==> src/rtl/riscv_pkg.sv <==
`default_nettype none
// ============================================================================
// Module   : riscv_pkg
// Purpose  : Shared definitions for the multi-cycle RV32I subset core:
//            opcode constants, ALU operation and FSM state enumerations,
//            default reset PC and funct3 decode helpers.
// Revision : 1.0 - initial release
// ============================================================================
package riscv_pkg;

    localparam logic [31:0] RESET_PC_DEFAULT = 32'h8000_0000;

    localparam logic [6:0] OPC_OP     = 7'b0110011;
    localparam logic [6:0] OPC_OP_IMM = 7'b0010011;
    localparam logic [6:0] OPC_LUI    = 7'b0110111;
    localparam logic [6:0] OPC_AUIPC  = 7'b0010111;
    localparam logic [6:0] OPC_LOAD   = 7'b0000011;
    localparam logic [6:0] OPC_STORE  = 7'b0100011;
    localparam logic [6:0] OPC_BRANCH = 7'b1100011;
    localparam logic [6:0] OPC_JAL    = 7'b1101111;
    localparam logic [6:0] OPC_JALR   = 7'b1100111;

    typedef enum logic [2:0] {
        ALU_ADD,
        ALU_SUB,
        ALU_AND,
        ALU_OR,
        ALU_XOR,
        ALU_SLT,
        ALU_SLTU
    } alu_op_e;

    typedef enum logic [1:0] {
        FETCH,
        EXEC,
        MEM,
        HALT
    } state_e;

    // funct3 values shared by OP and OP-IMM; shifts (001/101) are not supported
    function automatic logic f3_is_alu(input logic [2:0] f3);
        return (f3 != 3'b001) && (f3 != 3'b101);
    endfunction

    function automatic alu_op_e alu_op_from_f3(input logic [2:0] f3);
        case (f3)
            3'b010:  return ALU_SLT;
            3'b011:  return ALU_SLTU;
            3'b100:  return ALU_XOR;
            3'b110:  return ALU_OR;
            3'b111:  return ALU_AND;
            default: return ALU_ADD;
        endcase
    endfunction

endpackage
`default_nettype wire

==> src/rtl/riscv_alu.sv <==
`default_nettype none
// ============================================================================
// Module   : riscv_alu
// Purpose  : Combinational 32-bit ALU used for arithmetic/logic results,
//            load/store address generation and branch comparison.
// Revision : 1.0 - initial release
// ============================================================================
module riscv_alu
    import riscv_pkg::*;
(
    input  logic [31:0] a_i,
    input  logic [31:0] b_i,
    input  alu_op_e     op_i,
    output logic [31:0] result_o
);

    // Result select; all arithmetic wraps modulo 2^32
    always_comb begin
        result_o = 32'd0;
        case (op_i)
            ALU_ADD:  result_o = a_i + b_i;
            ALU_SUB:  result_o = a_i - b_i;
            ALU_AND:  result_o = a_i & b_i;
            ALU_OR:   result_o = a_i | b_i;
            ALU_XOR:  result_o = a_i ^ b_i;
            ALU_SLT:  result_o = {31'd0, $signed(a_i) < $signed(b_i)};
            ALU_SLTU: result_o = {31'd0, a_i < b_i};
            default:  result_o = 32'd0;
        endcase
    end

endmodule
`default_nettype wire

==> src/rtl/riscv_core_mc.sv <==
`default_nettype none
// ============================================================================
// Module   : riscv_core_mc
// Purpose  : Multi-cycle RV32I subset core (FETCH/EXEC/MEM/HALT), one
//            request/ack instruction port and one request/ack data port.
//            Optional macro RISCV_CORE_BRANCH_EN adds BEQ/BNE/BLT/BGE/
//            BLTU/BGEU/JAL/JALR; without it those opcodes halt the core.
// Revision : 1.0 - initial release
// ============================================================================
module riscv_core_mc
    import riscv_pkg::*;
#(
    parameter logic [31:0] RESET_PC = RESET_PC_DEFAULT,
    parameter int          NUM_REGS = 32
) (
    input  logic        clk,
    input  logic        rst_n,
    output logic        imem_req,
    output logic [31:0] imem_addr,
    input  logic        imem_ack,
    input  logic [31:0] imem_rdata,
    output logic        dmem_req,
    output logic        dmem_we,
    output logic [31:0] dmem_addr,
    output logic [31:0] dmem_wdata,
    input  logic        dmem_ack,
    input  logic [31:0] dmem_rdata,
    output logic        retire,
    output logic        halted,
    output logic [31:0] pc_debug
);

    localparam int IDXW = $clog2(NUM_REGS);

    state_e      state_q, state_d;
    logic [31:0] pc_q, pc_d;
    logic [31:0] ir_q, ir_d;
    logic        halted_q, halted_d;
    logic [31:0] regs_q [NUM_REGS];

    logic [6:0]  opcode, funct7;
    logic [4:0]  rd, rs1, rs2;
    logic [2:0]  funct3;
    logic [31:0] imm_i, imm_s, imm_u;
    logic [31:0] rs1_val, rs2_val, pc_plus4;

    logic [31:0] alu_a, alu_b, alu_res;
    alu_op_e     alu_op;
    logic        dec_ok, uses_rd, uses_rs1, uses_rs2;
    logic        is_mem, is_store, is_link;
    logic        taken, legal;
    logic [31:0] target;
    logic        rf_we;
    logic [31:0] rf_wdata;

`ifdef RISCV_CORE_BRANCH_EN
    logic [31:0] imm_b, imm_j;
    logic        is_branch, is_jal, is_jalr;
    assign imm_b = {{19{ir_q[31]}}, ir_q[31], ir_q[7], ir_q[30:25], ir_q[11:8], 1'b0};
    assign imm_j = {{11{ir_q[31]}}, ir_q[31], ir_q[19:12], ir_q[20], ir_q[30:21], 1'b0};
`endif

    assign opcode   = ir_q[6:0];
    assign rd       = ir_q[11:7];
    assign funct3   = ir_q[14:12];
    assign rs1      = ir_q[19:15];
    assign rs2      = ir_q[24:20];
    assign funct7   = ir_q[31:25];
    assign imm_i    = {{20{ir_q[31]}}, ir_q[31:20]};
    assign imm_s    = {{20{ir_q[31]}}, ir_q[31:25], ir_q[11:7]};
    assign imm_u    = {ir_q[31:12], 12'd0};
    assign pc_plus4 = pc_q + 32'd4;

    // x0 and indices beyond the implemented file read as zero
    assign rs1_val = (rs1 != 5'd0 && int'(rs1) < NUM_REGS) ? regs_q[rs1[IDXW-1:0]] : 32'd0;
    assign rs2_val = (rs2 != 5'd0 && int'(rs2) < NUM_REGS) ? regs_q[rs2[IDXW-1:0]] : 32'd0;

    riscv_alu u_alu (
        .a_i      (alu_a),
        .b_i      (alu_b),
        .op_i     (alu_op),
        .result_o (alu_res)
    );

    // Decode: ALU operand/op selection and instruction class flags
    always_comb begin
        alu_a    = rs1_val;
        alu_b    = rs2_val;
        alu_op   = ALU_ADD;
        dec_ok   = 1'b0;
        uses_rd  = 1'b0;
        uses_rs1 = 1'b0;
        uses_rs2 = 1'b0;
        is_mem   = 1'b0;
        is_store = 1'b0;
        is_link  = 1'b0;
`ifdef RISCV_CORE_BRANCH_EN
        is_branch = 1'b0;
        is_jal    = 1'b0;
        is_jalr   = 1'b0;
`endif
        case (opcode)
            OPC_OP: begin
                uses_rd  = 1'b1;
                uses_rs1 = 1'b1;
                uses_rs2 = 1'b1;
                if (funct7 == 7'b0000000) begin
                    dec_ok = f3_is_alu(funct3);
                    alu_op = alu_op_from_f3(funct3);
                end else if (funct7 == 7'b0100000 && funct3 == 3'b000) begin
                    dec_ok = 1'b1;
                    alu_op = ALU_SUB;
                end
            end
            OPC_OP_IMM: begin
                uses_rd  = 1'b1;
                uses_rs1 = 1'b1;
                alu_b    = imm_i;
                dec_ok   = f3_is_alu(funct3);
                alu_op   = alu_op_from_f3(funct3);
            end
            OPC_LUI: begin
                uses_rd = 1'b1;
                alu_a   = 32'd0;
                alu_b   = imm_u;
                dec_ok  = 1'b1;
            end
            OPC_AUIPC: begin
                uses_rd = 1'b1;
                alu_a   = pc_q;
                alu_b   = imm_u;
                dec_ok  = 1'b1;
            end
            OPC_LOAD: begin
                uses_rd  = 1'b1;
                uses_rs1 = 1'b1;
                alu_b    = imm_i;
                is_mem   = 1'b1;
                dec_ok   = (funct3 == 3'b010);
            end
            OPC_STORE: begin
                uses_rs1 = 1'b1;
                uses_rs2 = 1'b1;
                alu_b    = imm_s;
                is_mem   = 1'b1;
                is_store = 1'b1;
                dec_ok   = (funct3 == 3'b010);
            end
`ifdef RISCV_CORE_BRANCH_EN
            OPC_BRANCH: begin
                uses_rs1  = 1'b1;
                uses_rs2  = 1'b1;
                is_branch = 1'b1;
                dec_ok    = (funct3 != 3'b010) && (funct3 != 3'b011);
                alu_op    = funct3[2] ? (funct3[1] ? ALU_SLTU : ALU_SLT) : ALU_SUB;
            end
            OPC_JAL: begin
                uses_rd = 1'b1;
                is_jal  = 1'b1;
                is_link = 1'b1;
                dec_ok  = 1'b1;
            end
            OPC_JALR: begin
                uses_rd  = 1'b1;
                uses_rs1 = 1'b1;
                alu_b    = imm_i;
                is_jalr  = 1'b1;
                is_link  = 1'b1;
                dec_ok   = (funct3 == 3'b000);
            end
`endif
            default: dec_ok = 1'b0;
        endcase
    end

    // Control-flow target and final legality (needs the ALU result)
    always_comb begin
        taken  = 1'b0;
        target = pc_plus4;
`ifdef RISCV_CORE_BRANCH_EN
        if (is_jalr) begin
            taken  = 1'b1;
            target = {alu_res[31:1], 1'b0};
        end else if (is_jal) begin
            taken  = 1'b1;
            target = pc_q + imm_j;
        end else if (is_branch) begin
            target = pc_q + imm_b;
            taken  = (funct3[2] ? alu_res[0] : (alu_res == 32'd0)) ^ funct3[0];
        end
`endif
        legal = dec_ok;
        if (uses_rd  && int'(rd)  >= NUM_REGS) legal = 1'b0;
        if (uses_rs1 && int'(rs1) >= NUM_REGS) legal = 1'b0;
        if (uses_rs2 && int'(rs2) >= NUM_REGS) legal = 1'b0;
        if (is_mem && alu_res[1:0] != 2'b00)   legal = 1'b0;
        if (taken && target[1])                legal = 1'b0;
    end

    // FSM next state, PC/IR update, register write-back and retire pulse
    always_comb begin
        state_d  = state_q;
        pc_d     = pc_q;
        ir_d     = ir_q;
        halted_d = halted_q;
        rf_we    = 1'b0;
        rf_wdata = alu_res;
        retire   = 1'b0;
        case (state_q)
            FETCH: begin
                if (imem_ack) begin
                    ir_d    = imem_rdata;
                    state_d = EXEC;
                end
            end
            EXEC: begin
                if (!legal) begin
                    halted_d = 1'b1;
                    state_d  = HALT;
                end else if (is_mem) begin
                    state_d = MEM;
                end else begin
                    rf_we   = uses_rd;
                    if (is_link) rf_wdata = pc_plus4;
                    pc_d    = taken ? target : pc_plus4;
                    retire  = 1'b1;
                    state_d = FETCH;
                end
            end
            MEM: begin
                if (dmem_ack) begin
                    rf_we    = !is_store;
                    rf_wdata = dmem_rdata;
                    pc_d     = pc_plus4;
                    retire   = 1'b1;
                    state_d  = FETCH;
                end
            end
            HALT: halted_d = 1'b1;
            default: state_d = FETCH;
        endcase
    end

    // Architectural state registers
    always_ff @(posedge clk or negedge rst_n) begin
        if (!rst_n) begin
            state_q  <= FETCH;
            pc_q     <= RESET_PC;
            ir_q     <= 32'd0;
            halted_q <= 1'b0;
        end else begin
            state_q  <= state_d;
            pc_q     <= pc_d;
            ir_q     <= ir_d;
            halted_q <= halted_d;
        end
    end

    // Register file; x0 is never written
    always_ff @(posedge clk or negedge rst_n) begin
        if (!rst_n) begin
            for (int i = 0; i < NUM_REGS; i++) regs_q[i] <= 32'd0;
        end else if (rf_we && rd != 5'd0) begin
            regs_q[rd[IDXW-1:0]] <= rf_wdata;
        end
    end

    // Fetch request is masked during reset so it drops with rst_n
    assign imem_req   = rst_n && (state_q == FETCH);
    assign imem_addr  = pc_q;
    assign pc_debug   = pc_q;
    assign dmem_req   = (state_q == MEM);
    assign dmem_we    = (state_q == MEM) && is_store;
    assign dmem_addr  = (state_q == MEM) ? alu_res : 32'd0;
    assign dmem_wdata = ((state_q == MEM) && is_store) ? rs2_val : 32'd0;
    assign halted     = halted_q;

endmodule
`default_nettype wire

==> config.mk <==
export PLATFORM = sky130hd
export DESIGN_NAME = riscv_core_mc
export DESIGN_NICKNAME = d
export VERILOG_FILES = /design/src/rtl/riscv_pkg.sv /design/src/rtl/riscv_alu.sv /design/src/rtl/riscv_core_mc.sv
export SDC_FILE = /design/constraint.sdc
export NUM_CORES = 2
export LEC_CHECK = 0
export CAP_MARGIN = 20
export CORE_UTILIZATION = 37
export DETAILED_ROUTE_END_ITERATION = 10
export GPL_TIMING_DRIVEN = 0
export PLACE_DENSITY_LB_ADDON = 0.25
export SLEW_MARGIN = 5
export SYNTH_ARGS = -nofsm -noshare
export SYNTH_HDL_FRONTEND = slang
export SYNTH_SLANG_ARGS = --single-unit
==> constraint.sdc <==
create_clock -name clk -period 6.5 [get_ports clk]
set_input_delay 0.65 -clock clk [delete_from_list [all_inputs] [get_ports clk]]
set_output_delay 0.65 -clock clk [all_outputs]
set_load 0.05 [all_outputs]
After elaboration in Yosys (flattened, before gate mapping)
Cells that the tools add are included.
Widths: inputs -> output; s select.
- register bits after elaboration: 1091
- bits in latches: 0
- bits in writable memories: 0
- ROM bits: 0
- output and inout bits: 133
- word-level logic and storage cells: 154
- memories: 0
- add/subtract/negate cells: 3
- $mul: 0
- divide/modulo/power cells: 0
- magnitude comparators: 6
- equality and inequality tests: 28
- shifts and indexed selects: 0
- muxes and demuxes: 48
- bitwise operators: 6
- reductions and logical operators: 27
- operators by type and width (operator ; count):
    $bwmux 1024 ; 1
    $mux 32 ; 14
    $bmux 32 s5 ; 2
    $pmux 32 s7 ; 1
    $demux 32 s5 ; 1
    $pmux 32 s2 ; 2
    $pmux 32 s3 ; 1
    $lt 32x32->1 ; 2
    $add 32x3->32 const B ; 1
    $add 32x32->32 ; 1
    $and 32x32->32 ; 1
    $or 32x32->32 ; 1
    $sub 32x32->32 ; 1
    $xor 32x32->32 ; 1
    $eq 7x6->1 const B ; 4
    $eq 3x3->1 const B ; 6
    $ge 6x6->1 const B ; 3
    $not 5->6 ; 3
    $pmux 3 s5 ; 1
    $reduce_bool 5->1 ; 3
    $eq 7x5->1 const B ; 2
    $mux 1 ; 14
    $eq 3x2->1 const B ; 4
    $mux 2 ; 4
    26 further kinds ; 44

Longest topological paths before layout
- depth in word-level cells: 14
- gate-level depth with buffers: 27

By module
From an unflattened synthesis, not the netlist that was laid out.
- cells, all modules: 5346
- area, all modules: 63614.8 µm²
- modules (own cells, without submodules) (module ; instances ; cells each ; area each (µm²) ; sequential area each (µm²)):
    riscv_core_mc ; 1 ; 4541 ; 58223.3 ; 27252.4
    riscv_alu ; 1 ; 805 ; 5391.4 ; 0.0

Worst setup path before layout
OpenSTA, ideal clock, no wires.
- path type: reg-to-output
- start: register ir_q[20]
- end: output dmem_addr[25]
- arrival time: 6.163 ns
- data required time: 5.850 ns
- setup slack: -0.313 ns
- stages on the path, launching flop included: 21
- cells stage by stage: dfrtp_1 -> buf_2 -> buf_2 -> buf_4 -> buf_2 -> mux4_2 -> mux4_2 -> mux2i_1 -> nor2_1 -> a222oi_1 -> inv_1 -> ha_1 -> o21ba_2 -> or4_4 -> a211o_1 -> a21oi_2 -> a211oi_1 -> or2_2 -> a311oi_2 -> nor2_1 -> nor2_1
- longest elaborated chain between the ends: 9
- elaborated cells on any way between the ends: 14
- RTL lines (item ; RTL line ; text):
    start: declaration ; riscv_core_mc.sv:37 ; logic [31:0] ir_q, ir_d;
    start signal: assignment ; riscv_core_mc.sv:254 ; ir_q <= ir_d;
    $not 5->6 (not written as such) ; riscv_core_mc.sv:76 ; assign rs2_val = (rs2 != 5'd0 && int'(rs2) < NUM_REGS) ? regs_q[rs2[IDXW-1:0]] : 32'd0;
    $bmux 32 s5 ; riscv_core_mc.sv:76 ;
    $mux 32 (not written as such) (2 in series) ; riscv_core_mc.sv:76 ;
    $mux 32 ; riscv_core_mc.sv:76 ;
    $pmux 32 s3 (*) ; riscv_core_mc.sv:102 ; case (opcode)
    $sub 32x32->32 (tied with other cells) ; riscv_alu.sv:22 ; ALU_SUB: result_o = a_i - b_i;
    $pmux 32 s7 (*) ; riscv_alu.sv:20 ; case (op_i)
    $mux 32 (*) ; riscv_core_mc.sv:274 ; assign dmem_addr = (state_q == MEM) ? alu_res : 32'd0;
    end: declaration ; riscv_core_mc.sv:24 ; output logic [31:0] dmem_addr,
Mark *: on every way between the ends. The rest lies on a longest branch, timed or not. The select of a mux whose other input is x is not followed.

Final worst setup path
- start: register ir_q[21]
- end: output dmem_addr[31]
Same word-level chain as after synthesis.

==> impl_metrics.env <==
export IMPL_multi_input_area_mm2=0.0345
export IMPL_htree_levels=4
export IMPL_rrSetupSlack_ns=-0.29
export IMPL_yosysSeqAreaShare_pct=43.6
export IMPL_routed_wl_um=349000
export IMPL_crit_path_end_kind="primary output"
export IMPL_rsz0062_at_grt="yes"
export IMPL_hpwlAfterDp_um=257000
export IMPL_grt_pass1_wl_um=465000
export IMPL_grt_overflow=0
export IMPL_setup_viol=339
export IMPL_fmax_mhz=130
export IMPL_fillers=15600
export IMPL_layout_common_cells="nand2_1, dfrtp_1, o21ai_0"
export IMPL_ys_ff_latch=1089
export IMPL_synth_distinct_cells=101
export IMPL_coreArea_mm2=0.168
export IMPL_async_flop_share_pct=100
export IMPL_die_w_um=413
export IMPL_via_per_inst=6.52
export IMPL_die_area_mm2=0.171
export IMPL_initial_core_util_pct=37.3
export IMPL_crit_buf_inv=7
export IMPL_slew_headroom_pct=9.30
export IMPL_slew_violations=0
export IMPL_root_buffer="clkbuf_16"
export IMPL_setup_ws_ns=-1.17
export IMPL_p_leak_nw=31.8
export IMPL_ir_worst_vdd_mv=0.301
export IMPL_power_mw=14.6
export IMPL_worst_path_largest_cell_delay_ns=0.53
export IMPL_postRouteAntennaNets=0
export IMPL_failed_checks="setup timing"
export IMPL_vias=58500
export IMPL_grt_pass1_vias=54900
export IMPL_drc=0
export IMPL_cts_tree="yes"
export IMPL_cap_violations=0
export IMPL_numCtsBuffers=132
export IMPL_seq_area_mm2=0.0273
export IMPL_drive_gt1_share_pct=27.2
export IMPL_clk_pin_slew_ns=0.06
export IMPL_clock_skew_ns=0.0469
export IMPL_hold_viol=0
export IMPL_yosys_warnings=0
export IMPL_critical_path_arrival_ns=7.02
export IMPL_clock_latency_ns=0.85
export IMPL_ys_flop_type="dfrtp_1"
export IMPL_slowest_stage="or3_1"
export IMPL_place_congestion=1.05
export IMPL_crit_type="register to primary output"
export IMPL_fin_util_pct=47.3
export IMPL_io_buffers=196
export IMPL_nets=6833
export IMPL_final_period_utilization_pct=118
export IMPL_power_density_mw_per_mm2=184
export IMPL_syn_inst=6047
export IMPL_drtIter0Drc=8467
export IMPL_place_ws_ns=-4.48
export IMPL_status="complete, but fails checks"
export IMPL_syn_area_mm2=0.0626
export IMPL_wl_per_cell_um=38.9
export IMPL_worst_pin_slew_ns=1.36
export IMPL_area_growth_pct=26.6
export IMPL_pin_count=201
export IMPL_syn_area_per_cell_um2=10.3
export IMPL_cts_buffer_depth=3
export IMPL_hold_path_class="input port to register"
export IMPL_num_rows=150
export IMPL_cts_sinks=1089
export IMPL_setup_tns_ns=-48.75
export IMPL_die_y_um=413
export IMPL_dr_pass1_iters=8
export IMPL_worst_path_max_fanout=10
export IMPL_synth_enable_flop_cells=0
export IMPL_required_ns=5.85
export IMPL_cpLargestDelayFamily="compound AO/OA/AOI/OAI gates"
export IMPL_placedCellCount=8504
export IMPL_final_common_cell="nand2_1"
export IMPL_grt_max_degree=157
export IMPL_final_cells=8970
export IMPL_crit_chain="buf_4 -> or3_4 -> clkbuf_4 -> clkbuf_2 -> o221ai_1 -> a221oi_2 -> nor3_4 -> a22o_1 -> ha_1 -> or3_1 -> a211oi_4 -> buf_6 -> a311oi_4 -> buf_12 -> a2111oi_4 -> buf_4 -> o31ai_4 -> a32oi_4 -> nor2_4 -> nor2_4 -> buf_8"
export IMPL_antenna_found_initial=35
export IMPL_start_kind="register"
export IMPL_track_usage_pct=40.2
export IMPL_final_min_clock_period_ns=7.67
==> per-stage QoR <==
stage          hold WS (ns)  cell area [um2]
4_1_cts               0.414            77000
6_report              0.431            79200
3_3_place_gp          0.453            67300
3_5_place_dp          0.468            68300
5_1_grt               0.444            79200
2_1_floorplan         0.354            62600
==> synthesized netlist by cell type, drive strengths merged (55+ instances only) <==
cell	instances	area [um2]
nand2	1182	4440
dfrtp	1088	27200
o21ai	1049	5330
mux4	484	10900
clkbuf	469	1780
nor2	193	724
mux2i	176	1760
buf	171	933
a21oi	138	694
inv	103	387
ha	101	1260
mux2	97	1090
nor3	55	290
==> final timing paths <==
| path | from | to | cells after the start |
|---|---|---|---|
| max in group asynchronous | rst_n | ir_q[17] | 5 |
| hold / removal | imem_rdata[7] | ir_q[7] | 2 |
| setup / recovery | ir_q[21] | dmem_addr[31] | 21 |
| hold reg to reg | regs_q[1002] | regs_q[1002] | 1 |
| min in group asynchronous | rst_n | regs_q[264] | 2 |
| setup reg to reg | ir_q[21] | regs_q[927] | 25 |
==> report_power, final <==
part / internal [mW] / switching [mW]
Combinational: 0.0506 / 0.165
Clock: 4.26 / 3.31
Sequential: 6.78 / 0
==> final cells by class <==
class,instances,area share (%)
multi-input cells,4218,43.6
flip-flops and latches,1089,34.4
repair buffers,491,6.80
plain buffers,627,5.80
clock buffers,195,4.86
well taps,2204,3.48
clock inverters,33,0.517
inverters,103,0.509
diodes,10,0.0316
==> cell families (layout without fill, tap and decap cells) <==
| logic type | count (synthesis) | in the layout | share of synthesized area (%) |
|---|---|---|---|
| adders and majority gates | 103 | 103 | 2.08 |
| muxes | 757 | 757 | 22.0 |
| and+or+nand+nor | 1677 | 1677 | 11.3 |
| xor gates and xnor gates | 37 | 37 | 0.518 |
| other | 1 | 14 | 0.00599 |
| DFF | 1089 | 1089 | 43.6 |
| buffers and inverters | 743 | 1449 | 4.95 |
| AOI/OAI and AO/OA | 1640 | 1640 | 15.6 |
==> per-layer routing <==
layer,part of all wire [%],vias up,global-route usage (%)
li1,-,23200,-
met1,36,29800,49.3
met2,42,4372,57.0
met3,14,1079,16.1
met4,8.8,32,28.9
met5,0.054,-,0
==> worst register-to-register path, stage by stage, from the launching register on <==
cell       delay [ns]
dfrtp_2          0.47
buf_4            0.16
or3_4            0.47
clkbuf_4         0.30
clkbuf_2         0.39
o221ai_1         0.50
a221oi_2         0.13
nor3_4           0.45
a22o_1           0.35
ha_1             0.42
or3_1            0.53
a211oi_4         0.22
buf_6            0.16
a311oi_4         0.11
buf_12           0.18
a2111oi_4        0.37
buf_4            0.19
o31ai_4          0.06
a32oi_4          0.30
buf_4            0.16
buf_4            0.10
o22ai_4          0.06
buf_12           0.21
buf_4            0.15
buf_6            0.12
o21ai_1          0.12
==> registers in the layout, indices dropped and copies added (netlist names) <==
name / cells
state_q: 2
regs_q: 1024
ir_q: 32
halted: 1
imem_addr: 30
==> what timing repair did <==
action | 4_1_cts | 5_1_grt
hold endpoints to repair | 106 | 0
pin swaps | 113 | 94
hold buffers | 1 | 0
gates cloned | 1 | 16
setup endpoints to repair | 1056 | 822
setup buffers | 129 | 90
gates resized for setup | 1055 | 421
(Power assumes the default switching activity.)
